**config.mk**
```make
export PLATFORM = sky130hd
export DESIGN_NAME = memory_controller
export DESIGN_NICKNAME = d
export VERILOG_FILES = /design/src/rtl/rv32ima_pkg.sv /design/src/rtl/mem_lane_align.sv /design/src/rtl/memory_controller.sv
export SDC_FILE = /design/constraint.sdc
export NUM_CORES = 1
export LEC_CHECK = 0
export ABC_AREA = 1
export ABC_CLOCK_PERIOD_IN_PS = 2200
export BUFFER_PORTS_ARGS = -buffer_cell sky130_fd_sc_hd__buf_2
export CORE_MARGIN = 4
export CORE_UTILIZATION = 49
export CTS_CLUSTER_DIAMETER = 100
export CTS_CLUSTER_SIZE = 12
export DETAILED_ROUTE_END_ITERATION = 7
export PLACE_DENSITY = 0.81
export SETUP_SLACK_MARGIN = 0.3
export SLEW_MARGIN = 20
export SYNTH_ARGS = -nofsm -noshare
export SYNTH_HDL_FRONTEND = slang
export SYNTH_SLANG_ARGS = --single-unit
```
**constraint.sdc**
```tcl
create_clock -name clk -period 2.2 [get_ports clk]
set_input_delay 0.33 -clock clk [delete_from_list [all_inputs] [get_ports clk]]
set_output_delay 0.33 -clock clk [all_outputs]
set_load 0.01 [all_outputs]
```
**src/rtl/rv32ima_pkg.sv**
```systemverilog
// Shared memory-access types for the rv32ima core.
// Width decode and alignment helpers live here so every user agrees.
package rv32ima_pkg;

    localparam int BE_W = 4;

    typedef enum logic [1:0] {
        BYTE = 2'b00,
        HALF = 2'b01,
        WORD = 2'b10
    } mem_width_t;

    function automatic mem_width_t decode_width(input logic [1:0] w);
        unique case (w)
            2'b00:   return BYTE;
            2'b01:   return HALF;
            default: return WORD;
        endcase
    endfunction

    function automatic logic misaligned(input mem_width_t w,
                                        input logic [1:0] off);
        unique case (w)
            HALF:    return off[0];
            WORD:    return off != 2'b00;
            default: return 1'b0;
        endcase
    endfunction

endpackage

```
**src/rtl/mem_lane_align.sv**
```systemverilog
// Byte-lane steering between right-justified core data and the 32-bit RAM.
// Purely combinational; the controller registers what it needs.
module mem_lane_align
    import rv32ima_pkg::*;
(
    input  mem_width_t        width,
    input  logic [1:0]        offset,
    input  logic [31:0]       store,
    input  logic [31:0]       rdata,
    output logic [BE_W-1:0]   be,
    output logic [31:0]       wdata,
    output logic [31:0]       load
);

    always_comb begin
        be    = 4'b1111;
        wdata = store;
        load  = rdata;
        unique case (width)
            BYTE: begin
                be    = 4'b0001 << offset;
                wdata = {4{store[7:0]}};
                load  = {24'b0, rdata[{offset, 3'b000} +: 8]};
            end
            HALF: begin
                be    = offset[1] ? 4'b1100 : 4'b0011;
                wdata = {2{store[15:0]}};
                load  = {16'b0, offset[1] ? rdata[31:16] : rdata[15:0]};
            end
            default: begin
                be    = 4'b1111;
                wdata = store;
                load  = rdata;
            end
        endcase
    end

endmodule

```
**src/rtl/memory_controller.sv**
```systemverilog
// Arbitrates instruction fetches and data accesses onto one RAM port.
// Each access is registered on leaving IDLE and held until ram_ready.
module memory_controller
    import rv32ima_pkg::*;
#(
    parameter bit DATA_FIRST = 1'b1
) (
    input  logic              clk,
    input  logic              rst,
    input  logic              imem_ren,
    input  logic [31:0]       imem_addr,
    output logic [31:0]       imem_load,
    output logic              ihit,
    input  logic              dmem_ren,
    input  logic              dmem_wen,
    input  logic [31:0]       dmem_addr,
    input  logic [31:0]       dmem_store,
    input  logic [2:0]        dmem_width,
    output logic [31:0]       dmem_load,
    output logic              dhit,
    output logic              dmem_err,
    output logic              ram_ren,
    output logic              ram_wen,
    output logic [31:0]       ram_addr,
    output logic [31:0]       ram_wdata,
    output logic [BE_W-1:0]   ram_be,
    input  logic [31:0]       ram_rdata,
    input  logic              ram_ready
);

    typedef enum logic [2:0] {IDLE, IREQ, DREQ, IRESP, DRESP} state_t;

    state_t          state_q, state_d;
    logic [31:0]     addr_q, addr_d;
    mem_width_t      width_q, width_d;
    logic [31:0]     wdata_q, wdata_d;
    logic [BE_W-1:0] be_q, be_d;
    logic            store_q, store_d;
    logic            err_q, err_d;
    logic [31:0]     imem_load_q, imem_load_d;
    logic [31:0]     dmem_load_q, dmem_load_d;

    mem_width_t      in_width, lane_width;
    logic [1:0]      lane_off;
    logic [BE_W-1:0] lane_be;
    logic [31:0]     lane_wdata, lane_load;
    logic            take_d, in_req;
    logic            unused_width;

    assign unused_width = dmem_width[2];
    assign in_width     = decode_width(dmem_width[1:0]);

    // Live inputs in IDLE build the store lanes; the held access decodes loads.
    assign lane_width = (state_q == IDLE) ? in_width : width_q;
    assign lane_off   = (state_q == IDLE) ? dmem_addr[1:0] : addr_q[1:0];

    mem_lane_align u_lane (
        .width  (lane_width),
        .offset (lane_off),
        .store  (dmem_store),
        .rdata  (ram_rdata),
        .be     (lane_be),
        .wdata  (lane_wdata),
        .load   (lane_load)
    );

    assign take_d = (dmem_ren | dmem_wen) & (DATA_FIRST | ~imem_ren);

    always_comb begin
        state_d     = state_q;
        addr_d      = addr_q;
        width_d     = width_q;
        wdata_d     = wdata_q;
        be_d        = be_q;
        store_d     = store_q;
        err_d       = err_q;
        imem_load_d = imem_load_q;
        dmem_load_d = dmem_load_q;
        unique case (state_q)
            IDLE: begin
                if (take_d) begin
                    addr_d  = dmem_addr;
                    width_d = in_width;
                    wdata_d = lane_wdata;
                    be_d    = lane_be;
                    store_d = dmem_wen;
                    err_d   = misaligned(in_width, dmem_addr[1:0]);
                    if (err_d) begin
                        dmem_load_d = '0;
                        state_d     = DRESP;
                    end else begin
                        state_d = DREQ;
                    end
                end else if (imem_ren) begin
                    addr_d  = imem_addr;
                    width_d = WORD;
                    wdata_d = '0;
                    be_d    = '1;
                    store_d = 1'b0;
                    err_d   = 1'b0;
                    state_d = IREQ;
                end
            end
            IREQ: begin
                if (ram_ready) begin
                    imem_load_d = ram_rdata;
                    state_d     = IRESP;
                end
            end
            DREQ: begin
                if (ram_ready) begin
                    dmem_load_d = store_q ? 32'b0 : lane_load;
                    state_d     = DRESP;
                end
            end
            default: state_d = IDLE;
        endcase
    end

    always_ff @(posedge clk) begin
        if (rst) begin
            state_q     <= IDLE;
            addr_q      <= '0;
            width_q     <= BYTE;
            wdata_q     <= '0;
            be_q        <= '0;
            store_q     <= 1'b0;
            err_q       <= 1'b0;
            imem_load_q <= '0;
            dmem_load_q <= '0;
        end else begin
            state_q     <= state_d;
            addr_q      <= addr_d;
            width_q     <= width_d;
            wdata_q     <= wdata_d;
            be_q        <= be_d;
            store_q     <= store_d;
            err_q       <= err_d;
            imem_load_q <= imem_load_d;
            dmem_load_q <= dmem_load_d;
        end
    end

    assign in_req    = (state_q == IREQ) | (state_q == DREQ);
    assign ram_ren   = (state_q == IREQ) | ((state_q == DREQ) & ~store_q);
    assign ram_wen   = (state_q == DREQ) & store_q;
    assign ram_addr  = in_req ? {addr_q[31:2], 2'b00} : 32'b0;
    assign ram_wdata = in_req ? wdata_q : 32'b0;
    assign ram_be    = in_req ? be_q : '0;
    assign ihit      = (state_q == IRESP);
    assign dhit      = (state_q == DRESP);
    assign dmem_err  = (state_q == DRESP) & err_q;
    assign imem_load = imem_load_q;
    assign dmem_load = dmem_load_q;

endmodule

```
# After elaboration in Yosys (flattened, before gate mapping)
# Cells that the tools add are included.
[totals]
regBits = 139
latch_bits = 0
ramBits = 0
rom_bits = 0
in_bits = 137
n_memories = 0
[classes]
n_addsub = 0
multipliers = 0
div_mod_pow = 0
magnitude_cmp = 0
n_eq_ne = 13
shift = 2
n_mux = 36
bitwise = 7
reduce_logical = 10
[op_table]
columns = ["operator", "count"]
rows = [
  ["$mux 32", 10],
  ["$pmux 32 s2", 3],
  ["$shiftx 32x6->8", 1],
  ["$mux 16", 1],
  ["$mux 4", 4],
  ["$mux 3", 5],
  ["$pmux 3 s3", 1],
  ["$mux 2", 4],
  ["$pmux 4 s2", 1],
  ["$eq 2x1->1 const B", 3],
  ["$eq 3x2->1 const B", 2],
  ["$ne 2x2->1 const B", 3],
  ["$reduce_bool 2->1", 3],
  ["$mux 1", 5],
  ["$logic_not 2->1", 2],
  ["$pmux 2 s2", 1],
  ["$reduce_and 2->1", 2],
  ["$reduce_and 4->1", 1],
  ["$shl 1x2->4 const A", 1],
  ["$and 1x1->1", 3],
  ["$eq 3x1->1 const B", 1],
  ["$eq 3x3->1 const B", 1],
  ["$logic_not 3->1", 1],
  ["$ne 3x3->1 const B", 1],
  ["6 further kinds", 8],
]

# Logic depth before layout (Yosys ltp)
[depth]
word_depth = 9
ltp_mapped = 11
mapped_depth_nobuf = 11

# By module
# A second synthesis with hierarchy kept.
[hier_totals]
cells_unflattened = 1191
hier_area_um2 = 7529.7
[modules_own_cells]
columns = ["mod", "n_inst", "cells_each", "area_each_um2"]
rows = [
  ["memory_controller", 1, 976, 6527.5],
  ["mem_lane_align", 1, 215, 1002.2],
]

# Worst setup path after synthesis
# Ideal clock, no wire load.
[synth_timing]
path_kind = "flip-flop to output port"
startpoint = "reg state_q[2]"
endpoint = "out ram_addr[25]"
t_arrival_ns = 1.322
slack_ns = 0.548
stages_incl_launch_ff = 9
n_path_buf = 3
cell_sequence = "dfxtp_1 > inv_2 > buf_4 > nand3_1 > nand2_1 > inv_1 > buf_2 > buf_2 > nor2_1"
[synth_via]
elab_chain_len = 3
[synth_rtl]
columns = ["element", "line", "rtl"]
rows = [
  ["start: declaration", "memory_controller.sv:33", "state_t state_q, state_d;"],
  ["start signal: assignment", "memory_controller.sv:132", "state_q <= state_d;"],
  ["$eq 3x1->1 or $eq 3x2->1 (tied branches)", "memory_controller.sv:144", "assign in_req = (state_q == IREQ) | (state_q == DREQ);"],
  ["$or 1x1->1 (*)", "memory_controller.sv:144", ""],
  ["$mux 32 (*)", "memory_controller.sv:147", "assign ram_addr = in_req ? {addr_q[31:2], 2'b00} : 32'b0;"],
  ["end: declaration", "memory_controller.sv:24", "output logic [31:0] ram_addr,"],
]
# Every way passes the cells marked *; elsewhere a longest branch is shown, timed or not.

# Worst setup path after layout
[layout_timing]
startpoint = "reg state_q[0]"
endpoint = "out ram_addr[15]"
# Same word-level chain as after synthesis.

==> flow_summary.yaml <==
drt:
  wire_per_inst_um: 15.07
  firstDrtPassIters: 6
  routed_via_density: 5.152
  drt_iter0_markers: 630
  drt-total-wl_um: 21780
  vias: 7450
  drtAntennaViolNets: 0
  drc_errors: 0
sta:
  final-max-slew-violation-count: 0
  hold_viol_final: 0
  finalSetupViolCount: 0
  grt_setup_unrepaired: "true"
  skew_ns: 0.008598
  period_minus_slack_ns: 1.881
  fin_ws_ns: 0.3191
  max_freq_ghz: 0.5317
  worst_pin_slew_ns: 0.8405
  fin_setup_tns_ns: 0
  relSlewSlack_pct: 43.97
  period_share_pct: 85.49
cells_and_area:
  antenna-diode-count: 0
  regArea_um2: 2794
  area_growth_pct: 37.95
  final_core_util_pct: 69.40
  multiInputGateArea_um2: 3276
  fin_area_um2: 9264
  nNetsFinal: 1394
  drive_above_1_share_pct: 35.35
  fillers: 1136
floorplan:
  num_rows: 42
  coreArea_um2: 13350
  die_area_um2: 15640
  fp.dieH_um: 125.1
  io_pins: 274
  initial_core_util_pct: 50.31
  die_width_um: 125.1
pwr:
  comb_power_share_pct: 51.6
  p_sw_w: 0.006039
  swShare_pct: 43.91
  p_leak_nw: 4.395
  seqPwrFrac_pct: 27.4
  clock_power_share_pct: 21.0
  p_int_w: 0.007713
  p_per_area_nw_per_um2: 1484
  ir_drop_mv: 0.7313
worst_setup_path:
  worstSetupPathType: "flip-flop to output port"
  crit_fanout: 11
  cp.arrival_ns: 1.55
  critPathSlowestCell: "dfxtp_4"
  path_cells: "inv_4, nand3_4, nand2_4, inv_8, clkbuf_16, nor2_1, buf_2"
  r2r_slack_ns: 0.37
  required_ns: 1.87
  crit_start: "state_q[0]$_SDFFE_PP0P_"
  end_kind: "output port"
  r2r_start: "state_q[2]$_SDFFE_PP0P_"
  start_kind: "flip-flop"
  max_stage_delay_ns: 0.41
yosys:
  syn_avg_cell_area_um2: 6.811
  synth_cell_types: 35
  synth_area_um2: 6715
  synth-warning-count: 0
  synth_cells: 986
  ys_ff_latch: 139
  yosysSeqAreaShare_pct: 41.44
job:
  maxCapViolCount: 0
global_route:
  grt_pass1_wl_um: 34000
  track_usage_pct: 26.56
  grt_max_degree: 73
  grt-ovfl-total: 0
  grt_pass1_vias: 6845
  antenna_found_initial: 2
clock_network:
  cts_root_buffer: "clkbuf_16"
  cts_buffers: 17
  clk_pin_slew_ns: 0.06
  htreeDepth: 4
  clk_latency_ns: 0.42
  hold_buffers: 0
  cts_tree: "done"
  cts_buffer_depth: 2
  clock-sinks: 139
placed_design:
  dp_hpwl_um: 14920
  io_buffers: 270
  pre_cts_ws_ns: 0.3051
  dpl_cell_area_um2: 8142
  gp_congestion: 0.8805
worst_hold_path:
  min_path_type: "input port to flip-flop"
  min_from: "dmem_addr[5]"
status:
  outcome: "completed"
state kept, by name, summed over array words and instances (netlist names):
register and cells:
addr_q 32, dmem_load 32, imem_load 32, wdata_q 32, be_q 4, state_q 3, width_q 2, err_q 1
store_q 1
final timing paths:
| kind | end | cells past startpoint |
|---|---|---|
| worst max-delay path | ram_addr[15] | 7 |
| worst min-delay path | addr_q[5]$_SDFFE_PP0P_ | 3 |
| worst max register to register | dmem_load[3]$_SDFFE_PP0P_ | 9 |
| worst min register to register | imem_load[0]$_SDFFE_PP0P_ | 2 |
per-layer routing:
layer | up-vias | wire (um) | GRT usage [%]
met5 | - | 21 | 0
met4 | 4 | 567 | 9.821
met3 | 48 | 1998 | 7.804
met2 | 326 | 10370 | 43.69
met1 | 3380 | 8831 | 33.16
li1 | 3692 | - | -
power groups by stage:
stage | sequential (W) | combinational, W | clock, W
floorplan | 0.00376 | 0.00410 | 0
global placement | 0.00375 | 0.00562 | 0
detailed placement | 0.00377 | 0.00571 | 0
CTS | 0.00376 | 0.00620 | 0.00292
global route | 0.00387 | 0.00782 | 0.00303
finish | 0.00377 | 0.00710 | 0.00288
worst max-delay path, delay by kind of cell (launching register included):
kind | cells | cell delay (ns)
buf+inv | 4 | 0.51
flops | 1 | 0.41
simple gates | 3 | 0.19
kinds of logic (layout without fill, tap and decap cells):
group | after synthesis | in the layout | share of synthesized area (%)
compound gates | 247 | 247 | 20.98
simple gates | 390 | 392 | 24.86
flops | 139 | 139 | 41.44
other cells | 1 | 2 | 0.05584
buf+inv | 209 | 490 | 12.67
per-stage QoR:
| stage | instances | power, W | hold WS (ns) |
|---|---|---|---|
| global route | 1446 | 0.01472 | 0.1632 |
| finish | 1446 | 0.01375 | 0.1652 |
| detailed placement | 1387 | 0.009479 | 0.4321 |
| CTS | 1427 | 0.01287 | 0.1562 |
| global placement | 1387 | 0.009369 | 0.4285 |
| floorplan | 987 | 0.007869 | 0.4358 |
cells in the final DEF, fill, tap and decap left out, types with 5 or more instances in the layout:
cell	instances
a22oi_2	11
a31oi_1	33
or2_2	12
inv_1	134
nor2_4	8
buf_2	267
o21ai_1	13
nor2_2	44
dfxtp_1	136
o21ai_0	85
buf_4	34
nand2_1	205
o211ai_1	8
clkbuf_16	18
a22oi_1	5
nand3_1	23
inv_6	5
nand2_2	5
nand4_1	8
a21oi_1	85
nor2_1	72
what timing repair did:
item	CTS	global route
resized for setup	26	57
setup buffers	6	16
pin swaps	3	7
gates cloned	2	3
setup endpoints to repair	66	107
cells in the mapped netlist:
cell type  count  area share (%)
nor2_2        12             1.1
nand4_1        8            0.75
o21ai_1       11            0.82
a31oi_1       33             3.1
nand2_1      207              12
a22oi_1        6            0.67
nand2_4        2            0.34
inv_2          5            0.28
a221oi_1       4            0.52
dfxtp_1      139              41
nor2_8         1            0.30
or2_2         12             1.1
o21ai_0       87             6.5
conb_1         1           0.056
buf_6          2            0.34
inv_1        138             7.7
o31ai_1        1            0.11
buf_4          5            0.56
nor3_1         2            0.15
clkbuf_1      33             1.8
nand2_2        5            0.47
nor2_1       108             6.0
nand3_1       25             1.9
inv_4          2            0.19
a21oi_1       86             6.4
nor2_4         3            0.50
clkinv_1       2            0.11
a22oi_2       10             1.9
nand3b_1       1            0.11
buf_2         22             1.6
o21ai_2        1            0.13
o211ai_1       8            0.89
and3_1         1           0.093
or2_1          2            0.19
nand3_4        1            0.26
layout make-up:
cell class	count	share of cell area, %
Clock buffer	18	4.741
Clock inverter	14	1.729
Inverter	147	6.361
Multi-Input combinational cell	641	35.36
Sequential cell	139	30.16
Tap cell	176	2.377
Timing Repair Buffer	311	19.27
(Power assumes the default switching activity.)
